## src/rtl/f1_disp_pkg.sv

```systemverilog
// Shared definitions for the F1 start-lights 7-segment display controller.
//   - Decoder codes for the non-hex glyphs used by the message patterns.
//   - Message identifiers and controller state encoding.
//   - Four-entry message pattern table (digit3..digit0, 5 bits each).
package f1_disp_pkg;

    localparam logic [4:0] CODE_T     = 5'h10;
    localparam logic [4:0] CODE_L     = 5'h11;
    localparam logic [4:0] CODE_R     = 5'h12;
    localparam logic [4:0] CODE_G     = 5'h1B;
    localparam logic [4:0] CODE_BLANK = 5'h17;

    localparam logic [19:0] ALL_BLANK = {4{CODE_BLANK}};

    typedef enum logic [1:0] {
        MSG_BLANK = 2'd0,
        MSG_READ  = 2'd1,
        MSG_LATE  = 2'd2,
        MSG_BEST  = 2'd3
    } msg_id_e;

    typedef enum logic [1:0] {
        ST_IDLE      = 2'd0,
        ST_CONVERT   = 2'd1,
        ST_SHOW_TIME = 2'd2,
        ST_SHOW_MSG  = 2'd3
    } state_e;

    // Indexed by msg_id; "E" and "A" reuse the hex codes, "S" reuses 5.
    localparam logic [19:0] MSG_PAT [4] = '{
        ALL_BLANK,
        {CODE_R, 5'h0E, 5'h0A, 5'h0D},
        {CODE_L, 5'h0A, CODE_T, 5'h0E},
        {5'h0B,  5'h0E, 5'h05, CODE_T}
    };

endpackage

```

## src/rtl/bin2bcd_seq.sv

```systemverilog
// Iterative double-dabble converter: 14-bit binary to four BCD nibbles.
//   clk, rst  : clock, asynchronous active-high reset
//   start_i   : load bin_i and begin a 14-iteration conversion
//   abort_i   : synchronous abort, discards any conversion in progress
//   bin_i     : binary operand (0..16383, caller saturates to 9999)
//   done_o    : high during the cycle whose closing edge runs the last iteration
//   bcd_o     : result valid whenever done_o is high (thousands in [15:12])
// The result is presented combinationally alongside done_o so the caller can
// capture it on the same edge that completes the 14th iteration.
module bin2bcd_seq (
    input  logic        clk,
    input  logic        rst,
    input  logic        start_i,
    input  logic        abort_i,
    input  logic [13:0] bin_i,
    output logic        done_o,
    output logic [15:0] bcd_o
);

    logic [13:0] bin_q;
    logic [15:0] bcd_q;
    logic [15:0] bcd_adj;
    logic [15:0] bcd_d;
    logic [3:0]  cnt_q;
    logic        active_q;

    // Add-3 correction on every nibble that would overflow past 9 when doubled.
    for (genvar gi = 0; gi < 4; gi++) begin : g_adj
        assign bcd_adj[gi*4 +: 4] = (bcd_q[gi*4 +: 4] >= 4'd5) ?
                                    bcd_q[gi*4 +: 4] + 4'd3 : bcd_q[gi*4 +: 4];
    end

    assign bcd_d  = {bcd_adj[14:0], bin_q[13]};
    assign done_o = active_q && (cnt_q == 4'd13);
    assign bcd_o  = bcd_d;

    always_ff @(posedge clk or posedge rst) begin
        if (rst) begin
            bin_q    <= '0;
            bcd_q    <= '0;
            cnt_q    <= '0;
            active_q <= 1'b0;
        end else if (abort_i) begin
            active_q <= 1'b0;
            cnt_q    <= '0;
        end else if (start_i) begin
            bin_q    <= bin_i;
            bcd_q    <= '0;
            cnt_q    <= '0;
            active_q <= 1'b1;
        end else if (active_q) begin
            bin_q <= {bin_q[12:0], 1'b0};
            bcd_q <= bcd_d;
            cnt_q <= cnt_q + 4'd1;
            if (cnt_q == 4'd13) begin
                active_q <= 1'b0;
            end
        end
    end

endmodule

```

## src/rtl/f1_display_ctrl.sv

```systemverilog
// Display sequencer for the 4-digit 7-segment bank of the F1 start-lights game.
// Produces per-digit decoder codes showing either a reaction time (decimal) or
// a fixed text message that auto-blanks after HOLD_TICKS tick_ms pulses.
//   clk, rst    : clock, asynchronous active-high reset
//   tick_ms     : 1 ms enable pulse (only counted while a message is shown)
//   show_time   : strobe, display min(time_ms, TIME_MAX)
//   show_msg    : strobe, display message msg_id
//   clear       : strobe, blank display and abort any conversion
//   digit_code  : digit3 [19:15] .. digit0 [4:0]
//   busy        : conversion in progress, show_* strobes are dropped
//   time_shown  : display holds a valid time
// Build option: define F1_DISP_LZB_EN for leading-zero blanking of times.
module f1_display_ctrl
    import f1_disp_pkg::*;
#(
    parameter int HOLD_TICKS = 3000,
    parameter int TIME_MAX   = 9999
) (
    input  logic        clk,
    input  logic        rst,
    input  logic        tick_ms,
    input  logic        show_time,
    input  logic [15:0] time_ms,
    input  logic        show_msg,
    input  logic [1:0]  msg_id,
    input  logic        clear,
    output logic [19:0] digit_code,
    output logic        busy,
    output logic        time_shown
);

    localparam int CW = (HOLD_TICKS < 2) ? 1 : $clog2(HOLD_TICKS + 1);

    state_e      state_q;
    logic [19:0] digit_q;
    logic        busy_q;
    logic        time_shown_q;
    logic [CW-1:0] hold_q;

    logic [13:0] operand;
    logic        conv_start;
    logic        conv_done;
    logic [15:0] conv_bcd;
    logic [19:0] time_digits;

    assign operand    = (time_ms > 16'(TIME_MAX)) ? 14'(TIME_MAX) : time_ms[13:0];
    assign conv_start = show_time && !busy_q && !clear;

    bin2bcd_seq u_bin2bcd (
        .clk     (clk),
        .rst     (rst),
        .start_i (conv_start),
        .abort_i (clear),
        .bin_i   (operand),
        .done_o  (conv_done),
        .bcd_o   (conv_bcd)
    );

    always_comb begin
        time_digits = {1'b0, conv_bcd[15:12], 1'b0, conv_bcd[11:8],
                       1'b0, conv_bcd[7:4],   1'b0, conv_bcd[3:0]};
`ifdef F1_DISP_LZB_EN
        // Blank zeros left of the most significant non-zero digit; digit0 stays.
        if (conv_bcd[15:12] == 4'd0) begin
            time_digits[19:15] = CODE_BLANK;
            if (conv_bcd[11:8] == 4'd0) begin
                time_digits[14:10] = CODE_BLANK;
                if (conv_bcd[7:4] == 4'd0) begin
                    time_digits[9:5] = CODE_BLANK;
                end
            end
        end
`endif
    end

    always_ff @(posedge clk or posedge rst) begin
        if (rst) begin
            state_q      <= ST_IDLE;
            digit_q      <= ALL_BLANK;
            busy_q       <= 1'b0;
            time_shown_q <= 1'b0;
            hold_q       <= '0;
        end else if (clear) begin
            state_q      <= ST_IDLE;
            digit_q      <= ALL_BLANK;
            busy_q       <= 1'b0;
            time_shown_q <= 1'b0;
            hold_q       <= '0;
        end else if (state_q == ST_CONVERT) begin
            // Display keeps its old content until the result lands.
            if (conv_done) begin
                digit_q      <= time_digits;
                state_q      <= ST_SHOW_TIME;
                time_shown_q <= 1'b1;
                busy_q       <= 1'b0;
            end
        end else if (show_time) begin
            state_q <= ST_CONVERT;
            busy_q  <= 1'b1;
        end else if (show_msg) begin
            digit_q      <= MSG_PAT[msg_id];
            time_shown_q <= 1'b0;
            hold_q       <= '0;
            state_q      <= (msg_id_e'(msg_id) == MSG_BLANK) ? ST_IDLE : ST_SHOW_MSG;
        end else if (state_q == ST_SHOW_MSG) begin
            if ((HOLD_TICKS != 0) && (hold_q == CW'(HOLD_TICKS))) begin
                digit_q <= ALL_BLANK;
                state_q <= ST_IDLE;
            end else if (tick_ms) begin
                hold_q <= hold_q + 1'b1;
            end
        end
    end

    assign digit_code = digit_q;
    assign busy       = busy_q;
    assign time_shown = time_shown_q;

endmodule

```

## config.mk

```make
export PLATFORM = sky130hd
export DESIGN_NAME = f1_display_ctrl
export DESIGN_NICKNAME = d
export VERILOG_FILES = /design/src/rtl/f1_disp_pkg.sv /design/src/rtl/bin2bcd_seq.sv /design/src/rtl/f1_display_ctrl.sv
export SDC_FILE = /design/constraint.sdc
export NUM_CORES = 1
export LEC_CHECK = 0
export BUFFER_PORTS_ARGS = -buffer_cell sky130_fd_sc_hd__buf_2
export CORE_MARGIN = 2
export CORE_UTILIZATION = 45
export DETAILED_ROUTE_END_ITERATION = 8
export SLEW_MARGIN = 0
export SYNTH_ARGS = -nofsm -noshare
export SYNTH_HDL_FRONTEND = slang
export SYNTH_SLANG_ARGS = --single-unit
```

## constraint.sdc

```tcl
create_clock -name clk -period 2.2 [get_ports clk]
set_clock_uncertainty 0.05 [all_clocks]
set_input_delay 0.11 -clock clk [delete_from_list [all_inputs] [get_ports clk]]
set_output_delay 0.11 -clock clk [all_outputs]
set_load 0.02 [all_outputs]
```

==> Yosys cells after proc, flatten, opt, wreduce, memory -nomap -nowiden <==
Cells that the tools add are included.
{ "totals": {"reg_bits": 71, "latchBits": 0, "ramBits": 0, "mem_bits_ro": 0, "output_inout_bits": 22, "word_cells": 104, "memories": 0} }
{ "classes": {"addsub": 6, "mul": 0, "div": 0, "order_cmp": 6, "n_eq_ne": 9, "shift": 0, "mux": 50, "bitwise": 2, "reduce_logical": 22} }
{ "op_table": {"columns": ["cell", "n"], "rows": [
  ["$mux 20", 9],
  ["$mux 12", 7],
  ["$mux 14", 3],
  ["$bmux 20 s2", 1],
  ["$mux 16", 2],
  ["$mux 4", 6],
  ["$ge 4x3->1 const B", 4],
  ["$gt 16x14->1 const B", 1],
  ["$mux 2", 8],
  ["$reduce_bool 3->1", 5],
  ["$mux 1", 13],
  ["$add 12x1->12 const B", 1],
  ["$add 4x2->4 const B", 3],
  ["$eq 12x12->1 const B", 1],
  ["$reduce_bool 5->1", 2],
  ["$reduce_bool 4->1", 2],
  ["$ne 3x3->1 const B", 2],
  ["$reduce_and 3->1", 2],
  ["$reduce_and 5->1", 1],
  ["$add 4x1->4 const B", 1],
  ["$eq 4x4->1 const B", 1],
  ["$reduce_and 2->1", 2],
  ["$reduce_and 4->1", 1],
  ["$add 3x2->3 const B", 1],
  ["13 further kinds", 16]
]} }

==> Logic depth before layout (Yosys ltp) <==
{ "logic_depth": {"ltp_word": 8, "depth_mapped": 7, "depth_no_buf": 6} }

==> Hierarchy <==
From an unflattened synthesis, not the netlist that was laid out.
{ "unflattened": {"cells_unflattened": 430, "hier_area_um2": 4127.7} }
{ "modules_own_cells": {"columns": ["module", "instances", "cells_per_inst", "area_per_inst_um2"], "rows": [
  ["f1_display_ctrl", 1, 245, 2279.7],
  ["bin2bcd_seq", 1, 185, 1848.0]
]} }

==> Worst setup path before layout <==
OpenSTA, ideal clock, no wires.
{ "synth_timing": {"path_kind": "reg-to-reg", "startpoint": "reg hold_q[6]", "endpoint": "reg digit_q[18], in the netlist digit_code[18]", "setup_ps": 128, "arrival_time_ps": 1784, "required_time_ps": 2022, "setup_slack_ps": 239, "stages_incl_launch_ff": 6, "path_buffers": 1, "path_cell_list": "dfrtp_1 > or3b_1 > nor4_4 > a211o_1 > buf_4 > mux2_1"} }
{ "synth_via": {"elab_chain_len": 3} }
{ "synth_rtl": {"columns": ["element", "line", "source"], "rows": [
  ["from (decl)", "f1_display_ctrl.sv:38", "logic [CW-1:0] hold_q;"],
  ["from (signal assigned)", "f1_display_ctrl.sv:110", "hold_q <= hold_q + 1'b1;"],
  ["$eq 12x12->1", "f1_display_ctrl.sv:106", "if ((HOLD_TICKS != 0) && (hold_q == CW'(HOLD_TICKS))) begin"],
  ["$reduce_bool 4->1 (no source line)", null, null],
  ["$reduce_and 4->1 (no source line)", null, null],
  ["to (signal assigned)", "f1_display_ctrl.sv:92", "digit_q <= time_digits;"],
  ["to (signal assigned)", "f1_display_ctrl.sv:101", "digit_q <= MSG_PAT[msg_id];"],
  ["to (decl)", "f1_display_ctrl.sv:35", "logic [19:0] digit_q;"]
]} }
Every way passes these cells.
A chain may end at the register's enable or synchronous reset.

==> Final worst setup path <==
{ "layout_timing": {"startpoint": "reg hold_q[0]", "endpoint": "reg digit_q[13], in the netlist digit_code[13]"} }
Same word-level chain as after synthesis.

==> flow_summary.yaml <==
sta:
  tns_ps: 0
  report.final.hold_viol_count: 0
  relSlewSlack_pct: 64.6
  min_period_ps: 2010
  finalCritPeriodShare_pct: 91.6
  tightestPinTransition_ps: 518
  setup_violations: 0
  slew_viol_final: 0
  fin_ws_ps: 185
  rsz0062_at_grt: "false"
  clock.fmax_mhz: 496
power_and_ir_drop:
  max-vdd-ir-drop_v: 0.000498
  power_frac_seq_pct: 47.4
  switching_share_pct: 32.2
  power_frac_comb_pct: 24.4
  p_int_w: 0.00230
  power_frac_clock_pct: 28.2
  leakage_nw: 2.03
  power_per_cell_area_mw_per_mm2: 716
  switchingPower_w: 0.00109
yosys:
  yosysSeqAreaShare_pct: 44.5
  synth.most_common_cell: "dfrtp_1"
  synth_area_sq_mm: 0.00404
  synth_edf_count: 0
  yosysTopAreaCell: "dfrtp_1"
  syn-num-nets: 459
  synth_top_area_share_pct: 34.1
  synth_cell_types: 58
  synth_seq_cells: 71
  synth_cells: 419
  synth_ff_type: "dfrtp_1"
  ys_top_cells_by_area: "dfrtp_1, dfstp_2, ha_1, mux2_1, a21oi_1"
  ys_top_cells_by_count: "dfrtp_1, inv_1, nand2_1"
  yosysWarnings: 0
  syn_area_per_cell_sq_um: 9.64
  async_reset_ff_share_pct: 100
die:
  io_pins: 46
  chipWidth_um: 98.8
  row_count: 34
  fp.coreArea_sq_mm: 0.00872
  die_h_um: 98.8
  start_util_pct: 46.3
  die-area_sq_mm: 0.00975
clock_network:
  insertion_delay_ps: 340
  cts-root-buf: "clkbuf_8"
  cts_sinks: 71
  post_cts_buffers: 0
  cts-resized-gates: 0
  clk_pin_slew_ps: 70
  cts_tree: "yes"
  htreeDepth: 3
  cts_buffer_depth: 2
  numCtsBuffers: 9
run_status:
  status: "completed"
setup_path:
  r2r_start: "hold_q[0]"
  cp-end-kind: "flop"
  worst_setup_path_start_kind: "flop"
  path_class: "reg2reg"
  arrival_ps: 2190
  cp.required_ps: 2370
  cp-startpoint: "hold_q[0]"
  cp_max_fo: 20
layout:
  syn_to_final_growth_pct: 17.1
  nets: 517
  drive_gt1_share_pct: 20.1
  fin_cells: 590
  n_antenna_cell: 0
  fillers: 799
place:
  dp_slack_ps: 179
  numPortBuffers: 45
  gp_congestion: 0.891
  place_hpwl_um: 6660
  dpl.cell_count: 561
global_routing:
  grt_usage_pct: 20.5
  grt_pass1_wl_um: 16500
  grt-ovfl-total: 0
  grt_pass1_vias: 3353
  grt_antenna_before_repair: 0
  grt_max_degree: 72
routing:
  drtIter0Drc: 119
  route.detailed.wl_per_inst_um: 16.1
  drt-pass1-iter-count: 4
  vias: 3323
  vias_per_cell: 5.63
  wl_um: 9510
  antenna_left: 0
  drc: 0
worst_hold_path:
  hp-class: "in2reg"
  holdCritStartpoint: "clear"
run:
  maxCapViolCount: 0
[cells by family after synthesis]
logic type,share of synthesized area (%)
AO/OA/AOI/OAI,21.6
XOR/XNOR,1.73
adder cells (fa/ha/maj),4.96
buffers and inverters,5.54
flip-flops,44.5
multiplexers,5.67
AND/OR/NAND/NOR,16.0
[per-layer routing]
metal  track usage, %  part of all wire, %  up-vias  routed length (um)
met2             33.9                   48       55                4570
met3             4.47                  3.3        6                 312
li1                 -                    -     1628                   -
met4             2.85                 0.58        0                  55
met1             28.6                   48     1634                4570
met5                0                    0        -                   0
[layout by cell type, fill, tap and decap left out, types with 3 or more instances in the layout]
cell type,Yosys,final
a211oi_1,7,7
or3_1,10,10
clkbuf_1,21,4
dlygate4sd3_1,0,13
a2111oi_0,6,6
buf_2,2,45
o31ai_1,15,15
a31oi_1,6,6
nand4_1,5,5
o22ai_1,3,3
nor4_1,4,4
nor3b_1,4,4
ha_1,16,16
nand3_1,6,6
a32o_1,3,3
nor2_1,15,15
xnor2_1,6,6
mux2_1,14,14
o21ai_0,25,25
a211o_1,3,3
dfrtp_1,55,55
clkbuf_8,0,11
nor2b_1,6,6
dfstp_2,16,16
nand2_1,30,30
buf_4,2,13
a21oi_1,26,26
nor3_1,11,11
a21o_1,10,10
inv_1,31,30
a22o_1,8,8
and2_1,4,4
nand2b_1,7,7
mux2i_1,6,6
[final timing paths]
check                                     end  slack, ps  depth (start not counted)
max                            digit_code[13]        190                          7
min in group asynchronous                busy        350                          4
min reg2reg                    digit_code[19]        410                          2
max reg2reg                    digit_code[13]        190                          7
max in group asynchronous       digit_code[1]       1400                          4
min                        u_bin2bcd.cnt_q[1]          6                          2
[layout make-up]
cell class / instances / area (sq um) / area share, %
Tap cell: 108 / 135 / 2.86
Clock buffer: 15 / 166 / 3.52
Clock inverter: 1 / 5.00 / 0.106
Sequential cell: 71 / 1800 / 38.0
Timing Repair Buffer: 73 / 493 / 10.4
Inverter: 31 / 116 / 2.46
Multi-Input combinational cell: 291 / 2020 / 42.7
[flip-flops by register name (all words and copies together), names as in the netlist, 2 cells and up]
signal / cells
hold_q: 12
u_bin2bcd.cnt_q: 4
state_q: 2
digit_code: 20
u_bin2bcd.bin_q: 14
u_bin2bcd.bcd_q: 16
[worst max-delay path: stages, from the launching register on]
cell and delay, ps:
dfrtp_1 420, inv_1 100, ha_1 150, nand4b_1 170
nor4_4 320, a211o_1 210, buf_12 170, mux2_1 330
[what timing repair did]
item                                   in CTS  in global routing
setup endpoints to repair                   0                  0
endpoints found under the hold margin      67                  0
hold buffers                               13                  0
[power groups by stage]
stage / sequential [W] / combinational, W / clock (W)
finish: 0.00160 / 0.000827 / 0.000956
global route: 0.00163 / 0.000918 / 0.00103
CTS: 0.00160 / 0.000836 / 0.000978
detailed placement: 0.00163 / 0.000814 / 0
global placement: 0.00163 / 0.000805 / 0
floorplan: 0.00170 / 0.000456 / 0
[metrics by stage]
| step | power (W) | instance area, sq um | hold WS (ps) | util (%) |
|---|---|---|---|---|
| final | 0.00339 | 4730 | 6.10 | 54.3 |
| after global routing | 0.00357 | 4730 | 11.9 | 54.3 |
| after CTS | 0.00342 | 4730 | 6.12 | 54.3 |
| after detailed placement | 0.00244 | 4430 | 180 | 50.8 |
| after global placement | 0.00243 | 4430 | 177 | 50.8 |
| after floorplan | 0.00216 | 4040 | 176 | - |
Power figures use the tool's default switching activity.
